[src/rtl/stage_block_gen_pkg.sv]
// Shared stage definitions: block record layout, stat bit meanings, generator
// FSM states and the LFSR step used by the procedural stage generator.
package stage_block_gen_pkg;

  localparam int POS_W  = 16;
  localparam int STAT_W = 4;
  localparam int BLK_W  = 3 * POS_W + STAT_W;

  localparam logic [15:0] LFSR_MASK = 16'hB400;

  // On-wire block record, MSB first: {left, right, height, stat}
  typedef struct packed {
    logic [POS_W-1:0]  left;
    logic [POS_W-1:0]  right;
    logic [POS_W-1:0]  height;
    logic [STAT_W-1:0] stat;
  } stage_blk_t;

  typedef enum logic [1:0] {
    STAT_CEIL = 2'd0,
    STAT_RSV1 = 2'd1,
    STAT_RSV2 = 2'd2,
    STAT_RSV3 = 2'd3
  } stat_bit_e;

  localparam int STAT_CEIL_IDX = int'(STAT_CEIL);

  typedef enum logic [2:0] {
    ST_IDLE  = 3'd0,
    ST_FIRST = 3'd1,
    ST_GEN   = 3'd2,
    ST_HOLD  = 3'd3,
    ST_DONE  = 3'd4
  } state_e;

  // Galois right shift; the mask is folded in when the shifted-out bit is 1
  function automatic logic [15:0] lfsr_next(input logic [15:0] v);
    return v[0] ? ((v >> 1) ^ LFSR_MASK) : (v >> 1);
  endfunction

endpackage

[src/rtl/stage_block_gen_lfsr.sv]
// 16-bit Galois LFSR: reloads its seed on rst, advances one step when step=1.
module lfsr16_galois
  import stage_block_gen_pkg::*;
#(
  parameter logic [15:0] SEED = 16'hACE1
) (
  input  logic        clk,
  input  logic        rst,
  input  logic        step,
  output logic [15:0] value
);

  // An all-zero seed would lock the register at zero forever
  localparam logic [15:0] SEED_EFF = (SEED == 16'h0000) ? 16'h0001 : SEED;

  always_ff @(posedge clk) begin
    if (rst) begin
      value <= SEED_EFF;
    end else if (step) begin
      value <= lfsr_next(value);
    end
  end

endmodule

[src/rtl/stage_block_gen.sv]
// Procedural stage generator: emits {left, right, height, stat} block records in
// increasing map-x order, one per valid/ready transfer, until the map end.
module stage_block_gen
  import stage_block_gen_pkg::*;
#(
  parameter int          POS_DIGIT = 16,
  parameter int          V_RES     = 600,
  parameter int          MAP_END   = 10000,
  parameter int          START_LEN = 400,
  parameter int          FLOOR_H   = 100,
  parameter int          MIN_GAP   = 64,
  parameter int          G_STEP    = 16,
  parameter int          MIN_W     = 96,
  parameter int          W_STEP    = 16,
  parameter int          MIN_H     = 64,
  parameter int          H_STEP    = 16,
  parameter logic [15:0] SEED      = 16'hACE1
) (
  input  logic                     i_clk_pix,
  input  logic                     i_rst,
  input  logic                     i_start,
  input  logic                     i_ready,
  output logic                     o_valid,
  output logic [3*POS_DIGIT+3:0]   o_blk,
  output logic [15:0]              o_count,
  output logic                     o_done,
  output state_e                   dbg_state
);

  localparam int AW = POS_DIGIT + 1;
  localparam int BW = 3 * POS_DIGIT + 4;

  // Handshake: a transfer happens on a clock edge where o_valid && i_ready;
  // o_blk is frozen while o_valid is high and only a transfer lowers o_valid.

  state_e              state_q, state_d;
  logic                load_first, load_gen, xfer;
  logic [15:0]         lfsr_q, r;
  logic [BW-1:0]       blk_q;
  logic [POS_DIGIT-1:0] prev_r_q;
  logic                first_q;
  logic [15:0]         count_q;

  logic [AW-1:0] gap, width, left_c, right_c, h_raw, height_c;
  logic          overflow, ceil_c;
  logic [BW-1:0] gen_blk, first_blk;
  logic          unused_bits;

  lfsr16_galois #(.SEED(SEED)) u_lfsr (
    .clk   (i_clk_pix),
    .rst   (i_rst),
    .step  (state_q == ST_GEN),
    .value (lfsr_q)
  );

  // r is the value the LFSR takes on at the end of this GEN cycle
  assign r           = lfsr_next(lfsr_q);
  assign unused_bits = ^r[13:12];

  assign gap      = AW'(MIN_GAP) + AW'(r[3:0]) * AW'(G_STEP);
  assign width    = AW'(MIN_W) + AW'(r[7:4]) * AW'(W_STEP);
  assign left_c   = {1'b0, prev_r_q} + AW'(1) + gap;
  assign right_c  = left_c + width - AW'(1);
  assign overflow = right_c > AW'(MAP_END);
  assign h_raw    = AW'(MIN_H) + AW'(r[11:8]) * AW'(H_STEP);
  assign height_c = (h_raw > AW'(V_RES - 1)) ? AW'(V_RES - 1) : h_raw;

  // While in GEN, blk_q still holds the block that was just transferred
  assign ceil_c   = (r[15:14] == 2'b11) && !blk_q[STAT_CEIL_IDX] && !first_q;

  assign gen_blk   = {left_c[POS_DIGIT-1:0], right_c[POS_DIGIT-1:0],
                      height_c[POS_DIGIT-1:0], 3'b000, ceil_c};
  assign first_blk = {POS_DIGIT'(0), POS_DIGIT'(START_LEN - 1),
                      POS_DIGIT'(FLOOR_H), 4'h0};

  always_comb begin
    state_d    = state_q;
    load_first = 1'b0;
    load_gen   = 1'b0;
    xfer       = 1'b0;
    case (state_q)
      ST_IDLE:  if (i_start) state_d = ST_FIRST;
      ST_FIRST: begin
        load_first = 1'b1;
        state_d    = ST_HOLD;
      end
      ST_GEN: begin
        if (overflow) begin
          state_d = ST_DONE;
        end else begin
          load_gen = 1'b1;
          state_d  = ST_HOLD;
        end
      end
      ST_HOLD: begin
        if (i_ready) begin
          xfer    = 1'b1;
          state_d = ST_GEN;
        end
      end
      ST_DONE:  state_d = ST_DONE;
      default:  state_d = ST_IDLE;
    endcase
  end

  always_ff @(posedge i_clk_pix) begin
    if (i_rst) begin
      state_q  <= ST_IDLE;
      blk_q    <= '0;
      prev_r_q <= '0;
      first_q  <= 1'b0;
      count_q  <= '0;
    end else begin
      state_q <= state_d;
      if (load_first) begin
        blk_q   <= first_blk;
        first_q <= 1'b1;
        count_q <= '0;
      end
      if (load_gen) begin
        blk_q   <= gen_blk;
        first_q <= 1'b0;
      end
      if (xfer) begin
        count_q  <= count_q + 16'd1;
        prev_r_q <= blk_q[POS_DIGIT+4 +: POS_DIGIT];
      end
    end
  end

  assign o_valid   = (state_q == ST_HOLD);
  assign o_done    = (state_q == ST_DONE);
  assign o_blk     = blk_q;
  assign o_count   = count_q;
  assign dbg_state = state_q;

endmodule

[config.mk]
export PLATFORM = sky130hd
export DESIGN_NAME = stage_block_gen
export DESIGN_NICKNAME = d
export VERILOG_FILES = /design/src/rtl/stage_block_gen_pkg.sv /design/src/rtl/stage_block_gen_lfsr.sv /design/src/rtl/stage_block_gen.sv
export SDC_FILE = /design/constraint.sdc
export NUM_CORES = 1
export LEC_CHECK = 0
export CAP_MARGIN = 20
export CELL_PAD_IN_SITES_DETAIL_PLACEMENT = 1
export CELL_PAD_IN_SITES_GLOBAL_PLACEMENT = 1
export CORE_MARGIN = 8
export CORE_UTILIZATION = 38
export CTS_BUF_LIST = sky130_fd_sc_hd__clkbuf_8
export DETAILED_ROUTE_END_ITERATION = 8
export GPL_TIMING_DRIVEN = 0
export PLACE_DENSITY_LB_ADDON = 0.1
export SYNTH_ARGS = -nofsm -noshare
export SYNTH_HDL_FRONTEND = slang
export SYNTH_HIERARCHICAL = 1
export SYNTH_SLANG_ARGS = --single-unit
[constraint.sdc]
create_clock -name i_clk_pix -period 4.2 [get_ports i_clk_pix]
set_input_delay 0.42 -clock i_clk_pix [delete_from_list [all_inputs] [get_ports i_clk_pix]]
set_output_delay 0.42 -clock i_clk_pix [all_outputs]
set_load 0.01 [all_outputs]
==> impl_metrics.json <==
{
  "critPathCapture": "o_blk[20]$_SDFFE_PP0P_",
  "power.density_mw_per_mm2": 318,
  "ios": 77,
  "finalCritPeriodShare_pct": 108,
  "ys_types": 66,
  "ant_nets": 0,
  "diodes": 0,
  "path_cells": "ha_4, ha_4, and3_4, a31oi_4, xor2_2, ha_4, inv_4, ha_4, and3_4, a221oi_4, o21ai_4, xnor2_2, nor3_2, o2111ai_4, a31oi_2, nand4b_1, buf_6, buf_6, buf_4, nand2_4, o221a_2",
  "period_minus_slack_ns": 4.55,
  "yosysWarnings": 6,
  "clk_latency_ns": 0.39,
  "core_area_mm2": 0.0131,
  "synth_top_cells_by_area": "dfxtp_1, ha_1, nand2_1, a21oi_1, a41o_1",
  "max_slew.worst_pin.slew_ns": 0.914,
  "fp.dieW_um": 131,
  "wl_per_cell_um": 21.7,
  "dp_hpwl_um": 12300,
  "hp-class": "in -> reg",
  "reg2reg_slack_ns": -0.35,
  "dr.pass1.iters": 4,
  "io_buffers": 62,
  "synthAdderAreaFrac_pct": 6.64,
  "cts_buffers": 9,
  "gp_congestion": 0.854,
  "cts-root-buf": "clkbuf_8",
  "synth_most_common_cell": "dfxtp_1",
  "globalRouteTotalUtil_pct": 21.7,
  "num_rows": 42,
  "hold_viol_final": 0,
  "synth_top_area_share_pct": 36.3,
  "syn_area_per_cell_um2": 8.46,
  "grt_max_degree": 19,
  "via_count": 5122,
  "finalMaxSlewViolations": 0,
  "synth-edff-count": 0,
  "critPathMaxStageDelay_ns": 0.37,
  "synth-xor-area-share_pct": 4.72,
  "power.leakage_nw": 2.85,
  "post_drt_via_cell_ratio": 5.66,
  "path_max_fanout": 6,
  "drt_iter0_markers": 249,
  "dp_cells": 843,
  "startpoint_type": "flip-flop",
  "grt_overflow": 0,
  "syn_area_mm2": 0.00501,
  "skew_ns": 0.0171,
  "grt_pass1_wl_um": 28500,
  "cp.required_ns": 4.50,
  "setup_viol": 42,
  "slowest_stage": "dfxtp_4",
  "crit_arrival_ns": 4.85,
  "fmax_mhz": 220,
  "rr_worst_depth": 21,
  "muxShareOfSynthArea_pct": 1.62,
  "ctsHoldBuffers": 0,
  "async_flop_share_pct": 0,
  "crit_type": "reg -> reg",
  "rsz0062_at_grt": "yes",
  "clockBufferDepth": 2,
  "vdd_drop_max_v": 0.000288,
  "antenna_found_initial": 0,
  "initial_core_util_pct": 38.3,
  "final_util_pct": 55.7,
  "chipHeight_um": 131,
  "finalWorstSetupSlack_ns": -0.350,
  "cp-end-kind": "flip-flop",
  "area_growth_pct": 45.2,
  "r2r-end": "o_blk[20]$_SDFFE_PP0P_",
  "reg2reg_from": "u_lfsr/value[2]$_SDFFE_PP0P_",
  "ys_ff_latch": 91,
  "drive_gt1_share_pct": 26.3,
  "crit_start": "u_lfsr/value[2]$_SDFFE_PP0P_",
  "synth_common_cells": "dfxtp_1, nand2_1, a21oi_1",
  "grt_pass1_vias": 5361,
  "yosys.area_share.simple_pct": 22.7,
  "yosys.area.top_type": "dfxtp_1",
  "max_slew_margin_pct": 39.0,
  "clkSinkCount": 91,
  "netlist_instances": 593,
  "ys_dominant_reg_cell": "dfxtp_1",
  "path_common_cell": "ha_4",
  "drc": 0,
  "ys_seq_area_share_pct": 36.3,
  "nFillCells": 1504,
  "instances_no_fill": 905,
  "drt-total-wl_um": 19600,
  "maxCapViolations": 0,
  "outcome": "finished, violations left",
  "htreeDepth": 3,
  "die-area_mm2": 0.0171,
  "clkTransAtPathRegs_ns": 0.11,
  "tritoncts": "done",
  "violations": "negative setup slack",
  "synth_compound_area_share_pct": 20.5,
  "synth_top_family_by_area": "simple AND/OR/NAND/NOR gates",
  "final_nets": 754
}
-- layout by cell type, fill, tap and decap left out, types with 5 or more instances in the layout --
master	n
nor3_4	9
inv_1	15
nor2b_1	5
clkbuf_8	9
xnor2_2	6
xnor2_1	11
ha_4	12
nand3_1	23
buf_4	52
buf_12	5
nor2_1	40
clkbuf_1	23
a21oi_1	44
o21ai_0	9
nand2_1	63
and4_1	5
o211ai_1	10
conb_1	13
clkdlybuf4s50_1	62
nand4_1	6
nor3b_1	5
a211o_1	7
a211oi_1	8
xor2_1	8
dfxtp_1	84
mux2i_1	7
dfxtp_2	5
or2_2	9
ha_1	12
nor3_1	8
a41o_1	19
a211oi_2	5
or3_1	5
-- sequential cells by signal, summed over array words and instances, names as in the netlist --
name / flops
o_count: 16
prev_r_q: 16
o_blk: 39
dbg_state: 3
u_lfsr/value: 16
first_q: 1
-- layer usage --
layer	share of wire, %	track usage [%]	vias up
met5	0	0	-
met4	3.2	10.1	0
met3	4.9	5.19	42
met2	50	37.0	143
met1	42	25.2	2575
li1	-	-	2362
-- logic make-up (layout without fill, tap and decap cells) --
family / count (synthesis) / after routing
AO/OA/AOI/OAI: 140 / 140
XOR/XNOR: 27 / 27
adder cells (fa/ha/maj): 26 / 26
buffers and inverters: 72 / 196
flip-flops: 91 / 91
multiplexers: 8 / 8
other: 1 / 13
AND/OR/NAND/NOR: 228 / 228
-- final cells by class --
type / instances / area [µm²] / share of cell area [%]
clock buffer: 9 / 124 / 1.70
multi-input combinational: 442 / 3470 / 47.6
sequential: 91 / 1840 / 25.2
timing repair buffer: 109 / 1090 / 15.0
clock inverter: 7 / 91.3 / 1.25
inverter: 17 / 66.3 / 0.910
tap: 176 / 220 / 3.02
buffer: 54 / 388 / 5.33
-- worst min path at each step --
| stage | start | endpoint | slack, ns | cells after the start |
|---|---|---|---|---|
| CTS | i_rst | u_lfsr/value[6]$_SDFFE_PP1P_ | 0.35 | 2 |
| detailed placement | prev_r_q[6]$_SDFFE_PP0P_ | prev_r_q[6]$_SDFFE_PP0P_ | 0.46 | 2 |
| global route | i_rst | u_lfsr/value[5]$_SDFFE_PP1P_ | 0.38 | 2 |
| floorplan | prev_r_q[6]$_SDFFE_PP0P_ | prev_r_q[6]$_SDFFE_PP0P_ | 0.44 | 2 |
| global placement | prev_r_q[6]$_SDFFE_PP0P_ | prev_r_q[6]$_SDFFE_PP0P_ | 0.45 | 2 |
| finish | i_rst | u_lfsr/value[0]$_SDFFE_PP1P_ | 0.37 | 2 |
-- worst max-delay path: cells and delay by family, from the launching register on --
kind	cells	cell delay, ns
compound gates	6	1.40
xor+xnor	2	0.44
fa+ha+maj	4	0.96
buf+inv	4	0.52
flops	1	0.37
simple gates	5	0.78
-- per-stage QoR --
stage	instance area, µm²	setup WS (ns)	total power [mW]	hold WS, ns	TNS (ns)
finish	7280	-0.350	2.31	0.367	-11.36
global route	7280	-0.439	2.40	0.379	-15.81
CTS	6900	-0.230	2.21	0.347	-5.83
global placement	5930	-0.871	1.37	0.445	-31.73
detailed placement	5930	-0.926	1.38	0.456	-33.77
floorplan	5080	0.0293	1.22	0.436	0
-- what timing repair did --
item / in CTS / in global routing
gates resized for setup: 84 / 53
pin swaps: 39 / 31
buffers inserted: 37 / 6
setup endpoints to repair: 43 / 43
gates cloned: 3 / 4
endpoints found under the hold margin: 0 / 0
-- power by group --
group | internal, mW | switching [mW]
logic | 0.352 | 0.355
registers | 0.904 | 0.0443
clock network | 0.289 | 0.369
Note: power is estimated with default switching activity, not from simulation.
